===== src/rtl/define.sv =====
// Global RAM geometry shared by the memory access path and its users.
//   RAM_ADDRESS_BITWIDTH : byte-address width of the data RAM
//   RAM_SIZE             : RAM size in bytes
`ifndef DEFINE_SV
`define DEFINE_SV
`define RAM_ADDRESS_BITWIDTH 16
`define RAM_SIZE             65536
`endif


===== src/rtl/mem_access_pkg.sv =====
// Shared types and lane helpers for the memory access unit.
// Holds size encodings, the FSM state enum, the misalignment check and the
// little-endian lane extract / merge functions.
`include "define.sv"

package mem_access_pkg;

    localparam logic [1:0] SIZE_B = 2'b00;
    localparam logic [1:0] SIZE_H = 2'b01;
    localparam logic [1:0] SIZE_W = 2'b10;

    typedef enum logic [2:0] {
        IDLE,
        READ,
        MERGE,
        WRITE,
        RESP
    } state_e;

    // Size 11 is never legal, so it is reported as misaligned.
    function automatic logic is_misaligned(input logic [1:0] size, input logic [1:0] off);
        logic bad;
        case (size)
            SIZE_B:  bad = 1'b0;
            SIZE_H:  bad = off[0];
            SIZE_W:  bad = (off != 2'b00);
            default: bad = 1'b1;
        endcase
        return bad;
    endfunction

    function automatic logic [31:0] lane_extract(input logic [31:0] word, input logic [1:0] off,
                                                 input logic [1:0] size, input logic uns);
        logic [7:0]  b;
        logic [15:0] h;
        logic [31:0] r;
        b = word[{off, 3'b000} +: 8];
        h = off[1] ? word[31:16] : word[15:0];
        case (size)
            SIZE_B:  r = uns ? {24'd0, b} : {{24{b[7]}}, b};
            SIZE_H:  r = uns ? {16'd0, h} : {{16{h[15]}}, h};
            default: r = word;
        endcase
        return r;
    endfunction

    function automatic logic [31:0] lane_merge(input logic [31:0] word, input logic [31:0] wdata,
                                               input logic [1:0] off, input logic [1:0] size);
        logic [31:0] r;
        r = word;
        case (size)
            SIZE_B: r[{off, 3'b000} +: 8] = wdata[7:0];
            SIZE_H: begin
                if (off[1]) r[31:16] = wdata[15:0];
                else        r[15:0]  = wdata[15:0];
            end
            default: r = wdata;
        endcase
        return r;
    endfunction

endpackage


===== src/rtl/mem_access_if.sv =====
// Request/response bundle between a requester (master) and the memory
// access unit (slave).
//   req_*  : request fields, qualified by req_valid && req_ready
//   resp_* : one-cycle completion pulse plus load data / misalignment flag
`include "define.sv"

interface mem_access_if #(parameter int ADDR_W = `RAM_ADDRESS_BITWIDTH);
    logic              req_valid;
    logic              req_ready;
    logic              req_we;
    logic [1:0]        req_size;
    logic              req_unsigned;
    logic [ADDR_W-1:0] req_addr;
    logic [31:0]       req_wdata;
    logic              resp_valid;
    logic [31:0]       resp_rdata;
    logic              resp_misaligned;

    modport master (
        output req_valid, req_we, req_size, req_unsigned, req_addr, req_wdata,
        input  req_ready, resp_valid, resp_rdata, resp_misaligned
    );

    modport slave (
        input  req_valid, req_we, req_size, req_unsigned, req_addr, req_wdata,
        output req_ready, resp_valid, resp_rdata, resp_misaligned
    );
endinterface


===== src/rtl/mem_lane_align.sv =====
// Combinational lane alignment.
//   rdata/off/size/uns -> ext_data  : load result extracted from the RAM word
//   rdata/wdata/off/size -> mrg_data: RAM word with the addressed lanes replaced
import mem_access_pkg::*;

module mem_lane_align (
    input  logic [31:0] rdata,
    input  logic [31:0] wdata,
    input  logic [1:0]  off,
    input  logic [1:0]  size,
    input  logic        uns,
    output logic [31:0] ext_data,
    output logic [31:0] mrg_data
);
    assign ext_data = lane_extract(rdata, off, size, uns);
    assign mrg_data = lane_merge(rdata, wdata, off, size);
endmodule


===== src/rtl/mem_access_unit.sv =====
// Byte/half/word load-store unit in front of a word-wide RAM with a two-cycle
// read path. Sub-word stores are read-modify-write.
//   clk, rstn      : clock, asynchronous active-low reset
//   req_if         : request/response handshake (slave side)
//   mem_wren       : RAM write enable, high only in WRITE
//   mem_address    : registered, word-aligned RAM byte address
//   mem_write_data : registered full-word store data
//   mem_data       : RAM read data
`include "define.sv"
import mem_access_pkg::*;

module mem_access_unit #(
    parameter int ADDR_W = `RAM_ADDRESS_BITWIDTH
) (
    input  logic              clk,
    input  logic              rstn,
    mem_access_if.slave       req_if,
    output logic              mem_wren,
    output logic [ADDR_W-1:0] mem_address,
    output logic [31:0]       mem_write_data,
    input  logic [31:0]       mem_data
);

    state_e            state_q, state_d;
    logic              we_q, we_d;
    logic [1:0]        size_q, size_d;
    logic              uns_q, uns_d;
    logic [1:0]        off_q, off_d;
    logic              mis_q, mis_d;
    logic [31:0]       rdata_q, rdata_d;
    logic [ADDR_W-1:0] addr_q, addr_d;
    // Holds the raw store data from accept until MERGE, then the merged word.
    logic [31:0]       wdata_q, wdata_d;

    logic [31:0]       ext_data;
    logic [31:0]       mrg_data;

    mem_lane_align u_align (
        .rdata    (mem_data),
        .wdata    (wdata_q),
        .off      (off_q),
        .size     (size_q),
        .uns      (uns_q),
        .ext_data (ext_data),
        .mrg_data (mrg_data)
    );

    always_comb begin
        state_d = state_q;
        we_d    = we_q;
        size_d  = size_q;
        uns_d   = uns_q;
        off_d   = off_q;
        mis_d   = mis_q;
        rdata_d = rdata_q;
        addr_d  = addr_q;
        wdata_d = wdata_q;
        case (state_q)
            IDLE: begin
                if (req_if.req_valid) begin
                    we_d   = req_if.req_we;
                    size_d = req_if.req_size;
                    uns_d  = req_if.req_unsigned;
                    off_d  = req_if.req_addr[1:0];
                    mis_d  = is_misaligned(req_if.req_size, req_if.req_addr[1:0]);
                    if (mis_d) begin
                        // Rejected access: straight to RESP, RAM untouched.
                        rdata_d = 32'd0;
                        state_d = RESP;
                    end else begin
                        addr_d = {req_if.req_addr[ADDR_W-1:2], 2'b00};
                        if (req_if.req_we) wdata_d = req_if.req_wdata;
                        state_d = (req_if.req_we && req_if.req_size == SIZE_W) ? WRITE : READ;
                    end
                end
            end
            READ:  state_d = MERGE;
            MERGE: begin
                if (we_q) begin
                    wdata_d = mrg_data;
                    state_d = WRITE;
                end else begin
                    rdata_d = ext_data;
                    state_d = RESP;
                end
            end
            WRITE: begin
                rdata_d = 32'd0;
                state_d = RESP;
            end
            RESP:    state_d = IDLE;
            default: state_d = IDLE;
        endcase
    end

    always_ff @(posedge clk or negedge rstn) begin
        if (!rstn) begin
            state_q <= IDLE;
            we_q    <= 1'b0;
            size_q  <= SIZE_B;
            uns_q   <= 1'b0;
            off_q   <= 2'b00;
            mis_q   <= 1'b0;
            rdata_q <= 32'd0;
            addr_q  <= '0;
            wdata_q <= 32'd0;
        end else begin
            state_q <= state_d;
            we_q    <= we_d;
            size_q  <= size_d;
            uns_q   <= uns_d;
            off_q   <= off_d;
            mis_q   <= mis_d;
            rdata_q <= rdata_d;
            addr_q  <= addr_d;
            wdata_q <= wdata_d;
        end
    end

    // Ready is gated by rstn so it reads 0 while reset is held.
    assign req_if.req_ready       = rstn && (state_q == IDLE);
    assign req_if.resp_valid      = (state_q == RESP);
    assign req_if.resp_misaligned = (state_q == RESP) && mis_q;
    assign req_if.resp_rdata      = rdata_q;
    assign mem_wren               = (state_q == WRITE);
    assign mem_address            = addr_q;
    assign mem_write_data         = wdata_q;

endmodule


===== src/flat_wrapper.sv =====
// flat-port wrapper written by rule: the top's interface ports become plain ports
module mem_access_unit_flat 
#(
    parameter int ADDR_W = `RAM_ADDRESS_BITWIDTH
)
  (clk, rstn, mem_wren, mem_address, mem_write_data, mem_data, req_if_req_valid, req_if_req_we, req_if_req_size, req_if_req_unsigned, req_if_req_addr, req_if_req_wdata, req_if_req_ready, req_if_resp_valid, req_if_resp_rdata, req_if_resp_misaligned);
  mem_access_if #(.ADDR_W(ADDR_W)) req_if_i ();
  input  logic clk;
  input  logic rstn;
  output logic mem_wren;
  output logic [ADDR_W-1:0] mem_address;
  output logic [31:0] mem_write_data;
  input  logic [31:0] mem_data;
  input wire logic [$bits(req_if_i.req_valid)-1:0] req_if_req_valid;
  input wire logic [$bits(req_if_i.req_we)-1:0] req_if_req_we;
  input wire logic [$bits(req_if_i.req_size)-1:0] req_if_req_size;
  input wire logic [$bits(req_if_i.req_unsigned)-1:0] req_if_req_unsigned;
  input wire logic [$bits(req_if_i.req_addr)-1:0] req_if_req_addr;
  input wire logic [$bits(req_if_i.req_wdata)-1:0] req_if_req_wdata;
  output wire logic [$bits(req_if_i.req_ready)-1:0] req_if_req_ready;
  output wire logic [$bits(req_if_i.resp_valid)-1:0] req_if_resp_valid;
  output wire logic [$bits(req_if_i.resp_rdata)-1:0] req_if_resp_rdata;
  output wire logic [$bits(req_if_i.resp_misaligned)-1:0] req_if_resp_misaligned;
  assign req_if_i.req_valid = req_if_req_valid;
  assign req_if_i.req_we = req_if_req_we;
  assign req_if_i.req_size = req_if_req_size;
  assign req_if_i.req_unsigned = req_if_req_unsigned;
  assign req_if_i.req_addr = req_if_req_addr;
  assign req_if_i.req_wdata = req_if_req_wdata;
  assign req_if_req_ready = req_if_i.req_ready;
  assign req_if_resp_valid = req_if_i.resp_valid;
  assign req_if_resp_rdata = req_if_i.resp_rdata;
  assign req_if_resp_misaligned = req_if_i.resp_misaligned;
  mem_access_unit #(.ADDR_W(ADDR_W)) u_core (.clk(clk), .rstn(rstn), .req_if(req_if_i), .mem_wren(mem_wren), .mem_address(mem_address), .mem_write_data(mem_write_data), .mem_data(mem_data));
endmodule

===== config.mk =====
export PLATFORM = sky130hd
export DESIGN_NAME = mem_access_unit_flat
export DESIGN_NICKNAME = d
export VERILOG_FILES = /design/src/rtl/mem_access_pkg.sv /design/src/rtl/mem_access_if.sv /design/src/rtl/mem_lane_align.sv /design/src/rtl/mem_access_unit.sv /design/src/flat_wrapper.sv
export VERILOG_INCLUDE_DIRS = /design/src /design/src/rtl
export SDC_FILE = /design/constraint.sdc
export NUM_CORES = 1
export LEC_CHECK = 0
export BUFFER_PORTS_ARGS = -buffer_cell sky130_fd_sc_hd__buf_2
export CAP_MARGIN = 20
export CORE_UTILIZATION = 45
export CTS_BUF_LIST = sky130_fd_sc_hd__clkbuf_4 sky130_fd_sc_hd__clkbuf_8 sky130_fd_sc_hd__clkbuf_16
export DETAILED_ROUTE_END_ITERATION = 10
export GPL_TIMING_DRIVEN = 0
export PLACE_DENSITY = 0.87
export SLEW_MARGIN = 20
export SYNTH_ARGS = -nofsm -noshare
export SYNTH_HDL_FRONTEND = slang
export SYNTH_SLANG_ARGS = --single-unit

===== constraint.sdc =====
create_clock -name clk -period 2.2 [get_ports clk]
set_input_delay 0.11 -clock clk [delete_from_list [all_inputs] [get_ports clk]]
set_output_delay 0.11 -clock clk [all_outputs]
set_load 0.005 [all_outputs]

==> results of run 1 <==
[cell families (layout without fill, tap and decap cells)]
kind of cell,Yosys count,count (layout),synth area share (%)
flops,88,88,45.8
compound gates,162,162,23.6
simple gates,117,117,12.5
fa+ha+maj,5,5,1.30
other cells,1,2,0.0780
buf+inv,63,271,6.35
mux,47,47,10.4
[cells in the mapped netlist (all sizes together) (9+ instances only)]
library cell / instances / area share (%)
buf: 27 / 3.5
dfrtp: 88 / 46
a31oi: 14 / 1.8
a21oi: 32 / 3.6
inv: 24 / 1.9
clkbuf: 12 / 0.94
mux2i: 25 / 5.2
mux2: 22 / 5.2
o211ai: 9 / 1.4
o21ai: 33 / 3.5
nand2: 48 / 3.7
a221o: 24 / 5.0
and3: 9 / 1.2
nor2: 28 / 2.2
[power by group through the flow]
stage | sequential (mW) | combinational (mW) | clock (mW)
6_report | 2.91 | 4.10 | 1.33
5_1_grt | 2.99 | 4.48 | 1.39
4_1_cts | 2.88 | 3.97 | 1.34
3_5_place_dp | 2.91 | 3.86 | 0
3_3_place_gp | 2.86 | 3.73 | 0
2_1_floorplan | 2.81 | 2.44 | 0
[cell type report]
cell class	instances	area, sq um	share of cell area (%)
buffer	37	225	3.52
clock buffer	12	159	2.48
clock inverter	4	76.3	1.19
inverter	24	97.6	1.53
multi-input combinational	333	2350	36.8
sequential	88	2200	34.4
tap	136	170	2.66
timing repair buffer	194	1110	17.4
[layer usage]
metal  vias up  track usage [%]
li1       2197                -
met1      2252             33.8
met2       272             47.8
met3        66             4.51
met4         0             15.6
met5         -                0
[worst max-delay path: stages, from the launching register on]
cell      delay (ns)
dfrtp_1         0.45
buf_12          0.18
inv_8           0.07
ha_4            0.20
nor4bb_2        0.28
buf_4           0.20
a221oi_1        0.10
a211oi_1        0.34
a21oi_1         0.07
a21oi_1         0.17
[registers in the layout (all words and copies together) (netlist names)]
signal	count
u_core.uns_q	1
u_core.we_q	1
u_core.mem_write_data	32
u_core.mis_q	1
u_core.req_if.resp_rdata	32
u_core.size_q	2
u_core.state_q	3
u_core.off_q	2
u_core.mem_address	14
[path summary, 6_finish.rpt]
check | start | endpoint | slack, ns | depth (start not counted)
max in group asynchronous | rstn | u_core.off_q[0]$_DFFE_PN0P_ | 1.32 | 3
min in group asynchronous | rstn | u_core.mem_write_data[18]$_DFFE_PN0P_ | 0.27 | 2
worst min register to register | u_core.req_if.resp_rdata[1]$_DFFE_PN0P_ | u_core.req_if.resp_rdata[1]$_DFFE_PN0P_ | 0.49 | 2
worst max register to register | u_core.off_q[1]$_DFFE_PN0P_ | u_core.mem_write_data[25]$_DFFE_PN0P_ | 0.08 | 9
worst min-delay path | req_if_req_wdata[11] | u_core.mem_write_data[11]$_DFFE_PN0P_ | 0.02 | 3
worst max-delay path | u_core.off_q[1]$_DFFE_PN0P_ | u_core.mem_write_data[25]$_DFFE_PN0P_ | 0.08 | 9
[metrics by stage]
step                utilization [%]  hold slack, ns  cells
floorplan                         -          -0.186    484
detailed placement             56.7           0.118    789
global placement               56.4           0.324    788
CTS                            61.4          0.0103    828
global route                   62.0          0.0226    828
finish                         62.0          0.0185    828
[what timing repair did]
action / in CTS / in global routing
endpoints found under the hold margin: 61 / 0
gates resized for setup: 7 / 15
pin swaps: 4 / 10
hold buffers: 22 / 0
buffers inserted: 2 / 1
gates cloned: 0 / 0
setup endpoints to repair: 16 / 24
==> flow_summary.ini, run 1 <==
[timing]
fin_skew_ns = 0.0135
setup_ws_ns = 0.0757
max_freq_mhz = 471
timing.final.crit_share_pct = 96.6
period_needed_ns = 2.12
worst_pin_slew_ns = 0.571
hold_viol_final = 0
relSlewSlack_pct = 61.9
setup_tns_ns = 0
maxSlewViolCount = 0
setup_viol = 0

[clock_tree]
cts.sinks = 88
cts_tree = yes
cts_htree_levels = 3
cts_buffers = 9
clockRootBuffer = clkbuf_8
path_clk_slew_ns = 0.08
clkLatencyLatePin_ns = 0.38
clockBufferDepth = 2

[floorplanning]
die_h_microns = 105
rows = 37
dieArea_sq_mm = 0.0111
coreArea_sq_mm = 0.0103
boundaryPins = 171
start_util_pct = 46.6
die_w_microns = 105

[place]
place_congestion = 0.921
pre_cts_slack_ns = -0.304
placedInstanceArea_sq_mm = 0.00586
portBuffers = 168
dp_hpwl_microns = 11700

[power]
power-per-cell-area_mw_per_mm2 = 1300
vdd_drop_max_mv = 0.547
seq_power_share_pct = 34.9
pwr-share-clk_pct = 15.9
combPwrFrac_pct = 49.2
swShare_pct = 41.4
internal_power_mw = 4.89
p_leak_nw = 3.19
power_switching_mw = 3.45
p_total_mw = 8.34

[routing]
vias_per_cell = 5.78
drt-met1-wl_microns = 5890
first_pass_iters = 5
wl_met2_microns = 7580
avgRoutedWirePerCell_microns = 18.6
drt-total-wl_microns = 15400
remaining_drc_errors = 0
ant_nets = 0
met3_length_microns = 1220
highest_layer = met4
dr.first_iter.drc_count = 407
dr_total_vias = 4787

[synth]
synth_edf_count = 0
yosysWarningCount = 0
syn_area_sq_mm = 0.00481
synth.distinct_cells = 49
ys_async_sr_fraction_pct = 100
synth_ff_type = dfrtp_1
synth-seq-cells = 88
ys_seq_area_share_pct = 45.8
avgSynthCellArea_sq_um = 9.95
synth_cells = 483

[finish]
final_area_sq_mm = 0.00640
syn_to_final_growth_pct = 33.1
layout_common_cells = buf_2, dfrtp_1, nand2_1, a21oi_1, nor2_1
fillers = 847
drive_above_1_share_pct = 36.3
nNetsFinal = 779
diodes = 0
layout_commonest_cell = buf_2

[global_route]
grt_first_pass_wirelength_microns = 23800
globalRouteOverflowTotal = 0
antenna_found_initial = 0
gr-usage-all-layers_pct = 28.0
grt_pass1_vias = 4713
grt_max_degree = 50

[worst_setup_path]
worst_setup_path_end_kind = register
critical_path_arrival_ns = 2.41
critical_path_class = register to register
worstPathRequired_ns = 2.49
cp-start-kind = register
path_max_fanout = 10

[job]
max-cap-violations = 0

[run_status]
status = finished clean

[hold_path]
min_path_type = primary input to register
No activity file was read; power rests on OpenSTA's default activity.
==> run 2: changes to the inputs <==
- CORE_MARGIN: unset -> 2
==> flow_summary.ini, run 2 (same netlist as run 1, synthesis figures left out) <==
[run_status]
status = finished clean

[clock_tree]
clkLatencyLatePin_ns = 0.37
cts_buffers = 9
cts_tree = yes
clockBufferDepth = 2
cts.sinks = 88
cts_htree_levels = 3
path_clk_slew_ns = 0.10
clockRootBuffer = clkbuf_8

[place]
pre_cts_slack_ns = -0.224
portBuffers = 168
dp_hpwl_microns = 12100
place_congestion = 0.890
dp.cells = 789

[finish]
drive_above_1_share_pct = 36.3
diodes = 0
syn_to_final_growth_pct = 32.0
layout_commonest_cell = buf_2
postLayoutCoreUtil_pct = 61.2
nNetsFinal = 781
layout_common_cells = buf_2, dfrtp_1, nand2_1, a21oi_1, nor2_1
fillers = 921
final_cell_count_no_fill = 830

[floorplanning]
start_util_pct = 46.4
coreArea_sq_mm = 0.0104
dieArea_sq_mm = 0.0115
die_h_microns = 107
die_w_microns = 107
boundaryPins = 171
rows = 37

[timing]
maxSlewViolCount = 0
timing.hold.ws_ns = 0.0153
worst_pin_slew_ns = 0.664
setup_tns_ns = 0
max_freq_mhz = 468
relSlewSlack_pct = 55.4
hold_viol_final = 0
rsz0062_at_grt = yes
timing.final.crit_share_pct = 97.1
setup_ws_ns = 0.0648
fin_skew_ns = 0.00949
period_needed_ns = 2.14
setup_viol = 0

[global_route]
grt_pass1_vias = 4755
grt_first_pass_wirelength_microns = 24400
gr-usage-all-layers_pct = 27.8
globalRouteOverflowTotal = 0
grt_max_degree = 48
antenna_found_initial = 0

[hold_path]
min_path_type = primary input to register

[worst_setup_path]
worst_setup_path_end_kind = register
cp-start-kind = register
cp_slowest_cell = dfrtp_1
critical_path_class = register to register
worstPathRequired_ns = 2.49
critPathTopFamily = compound AO/OA/AOI/OAI gates
path_cells = buf_12, clkinvlp_4, ha_1, nor4bb_1, buf_4, a221oi_1, a211oi_1, a21oi_1, a21oi_1
cpMostUsedCell = a21oi_1
path_buf_inv = 3
crit_path_max_incr_delay_ns = 0.42
critical_path_arrival_ns = 2.43
path_max_fanout = 8

[power]
p_leak_nw = 3.19
vdd_drop_max_mv = 0.597
power-per-cell-area_mw_per_mm2 = 1290

[routing]
ant_nets = 0
vias_per_cell = 5.80
avgRoutedWirePerCell_microns = 19.3
dr_total_vias = 4814
first_pass_iters = 6
drt-total-wl_microns = 16000
remaining_drc_errors = 0
dr.first_iter.drc_count = 427

[job]
max-cap-violations = 0
-- run 2: timing repair --
action                                  4_1_cts  5_1_grt
endpoints found under the hold margin        62        0
endpoints found under the setup margin       16       29
buffers inserted                              1        5
pin swaps                                     0        4
hold buffers                                 21        0
resized for setup                             4       10
-- run 2: power by group --
part	total, mW	internal, mW	leakage (nW)	switching [mW]
Sequential	2.90	2.31	1.10	0.592
Combinational	4.06	1.85	1.98	2.21
Clock	1.20	0.553	0.105	0.650
Total	8.16	4.71	3.19	3.45
-- run 2: worst reg2reg max path, delay by kind of cell, from the launching register on --
family,cells,cell delay (ns)
fa+ha+maj,1,0.31
simple gates,1,0.28
buf+inv,3,0.44
flops,1,0.42
compound gates,4,0.61
-- run 2: routing by layer --
metal / up-vias / GRT usage, % / part of all wire, %
met5: - / 0 / 0
met3: 69 / 5.87 / 11
li1: 2202 / - / -
met1: 2239 / 35.3 / 39
met4: 0 / 14.1 / 5.1
met2: 304 / 45.0 / 45
-- run 2: path summary, 6_finish.rpt --
kind / start / endpoint / slack [ns] / depth (start not counted)
min in group asynchronous: rstn / u_core.mem_write_data[16]$_DFFE_PN0P_ / 0.27 / 2
min: req_if_req_wdata[8] / u_core.mem_write_data[8]$_DFFE_PN0P_ / 0.02 / 3
min reg2reg: u_core.req_if.resp_rdata[3]$_DFFE_PN0P_ / u_core.req_if.resp_rdata[3]$_DFFE_PN0P_ / 0.48 / 2
max in group asynchronous: rstn / u_core.off_q[0]$_DFFE_PN0P_ / 1.29 / 3
max: u_core.off_q[1]$_DFFE_PN0P_ / u_core.mem_write_data[28]$_DFFE_PN0P_ / 0.06 / 9
max reg2reg: u_core.off_q[1]$_DFFE_PN0P_ / u_core.mem_write_data[28]$_DFFE_PN0P_ / 0.06 / 9
-- run 2: final cells by class --
| class | instances | area (sq um) | share of cell area (%) |
|---|---|---|---|
| flip-flops and latches | 88 | 2200 | 34.7 |
| clock inverters | 7 | 86.3 | 1.36 |
| inverters | 24 | 93.8 | 1.48 |
| repair buffers | 196 | 1130 | 17.8 |
| plain buffers | 37 | 225 | 3.55 |
| well taps | 136 | 170 | 2.68 |
| clock buffers | 9 | 124 | 1.95 |
| multi-input cells | 333 | 2310 | 36.5 |
-- run 2: metrics by stage --
step | power [mW] | instance area [sq um]
after floorplan | 5.25 | 4810
after global placement | 6.60 | 5830
after detailed placement | 6.77 | 5860
after CTS | 8.03 | 6290
after global routing | 8.73 | 6340
final | 8.16 | 6340
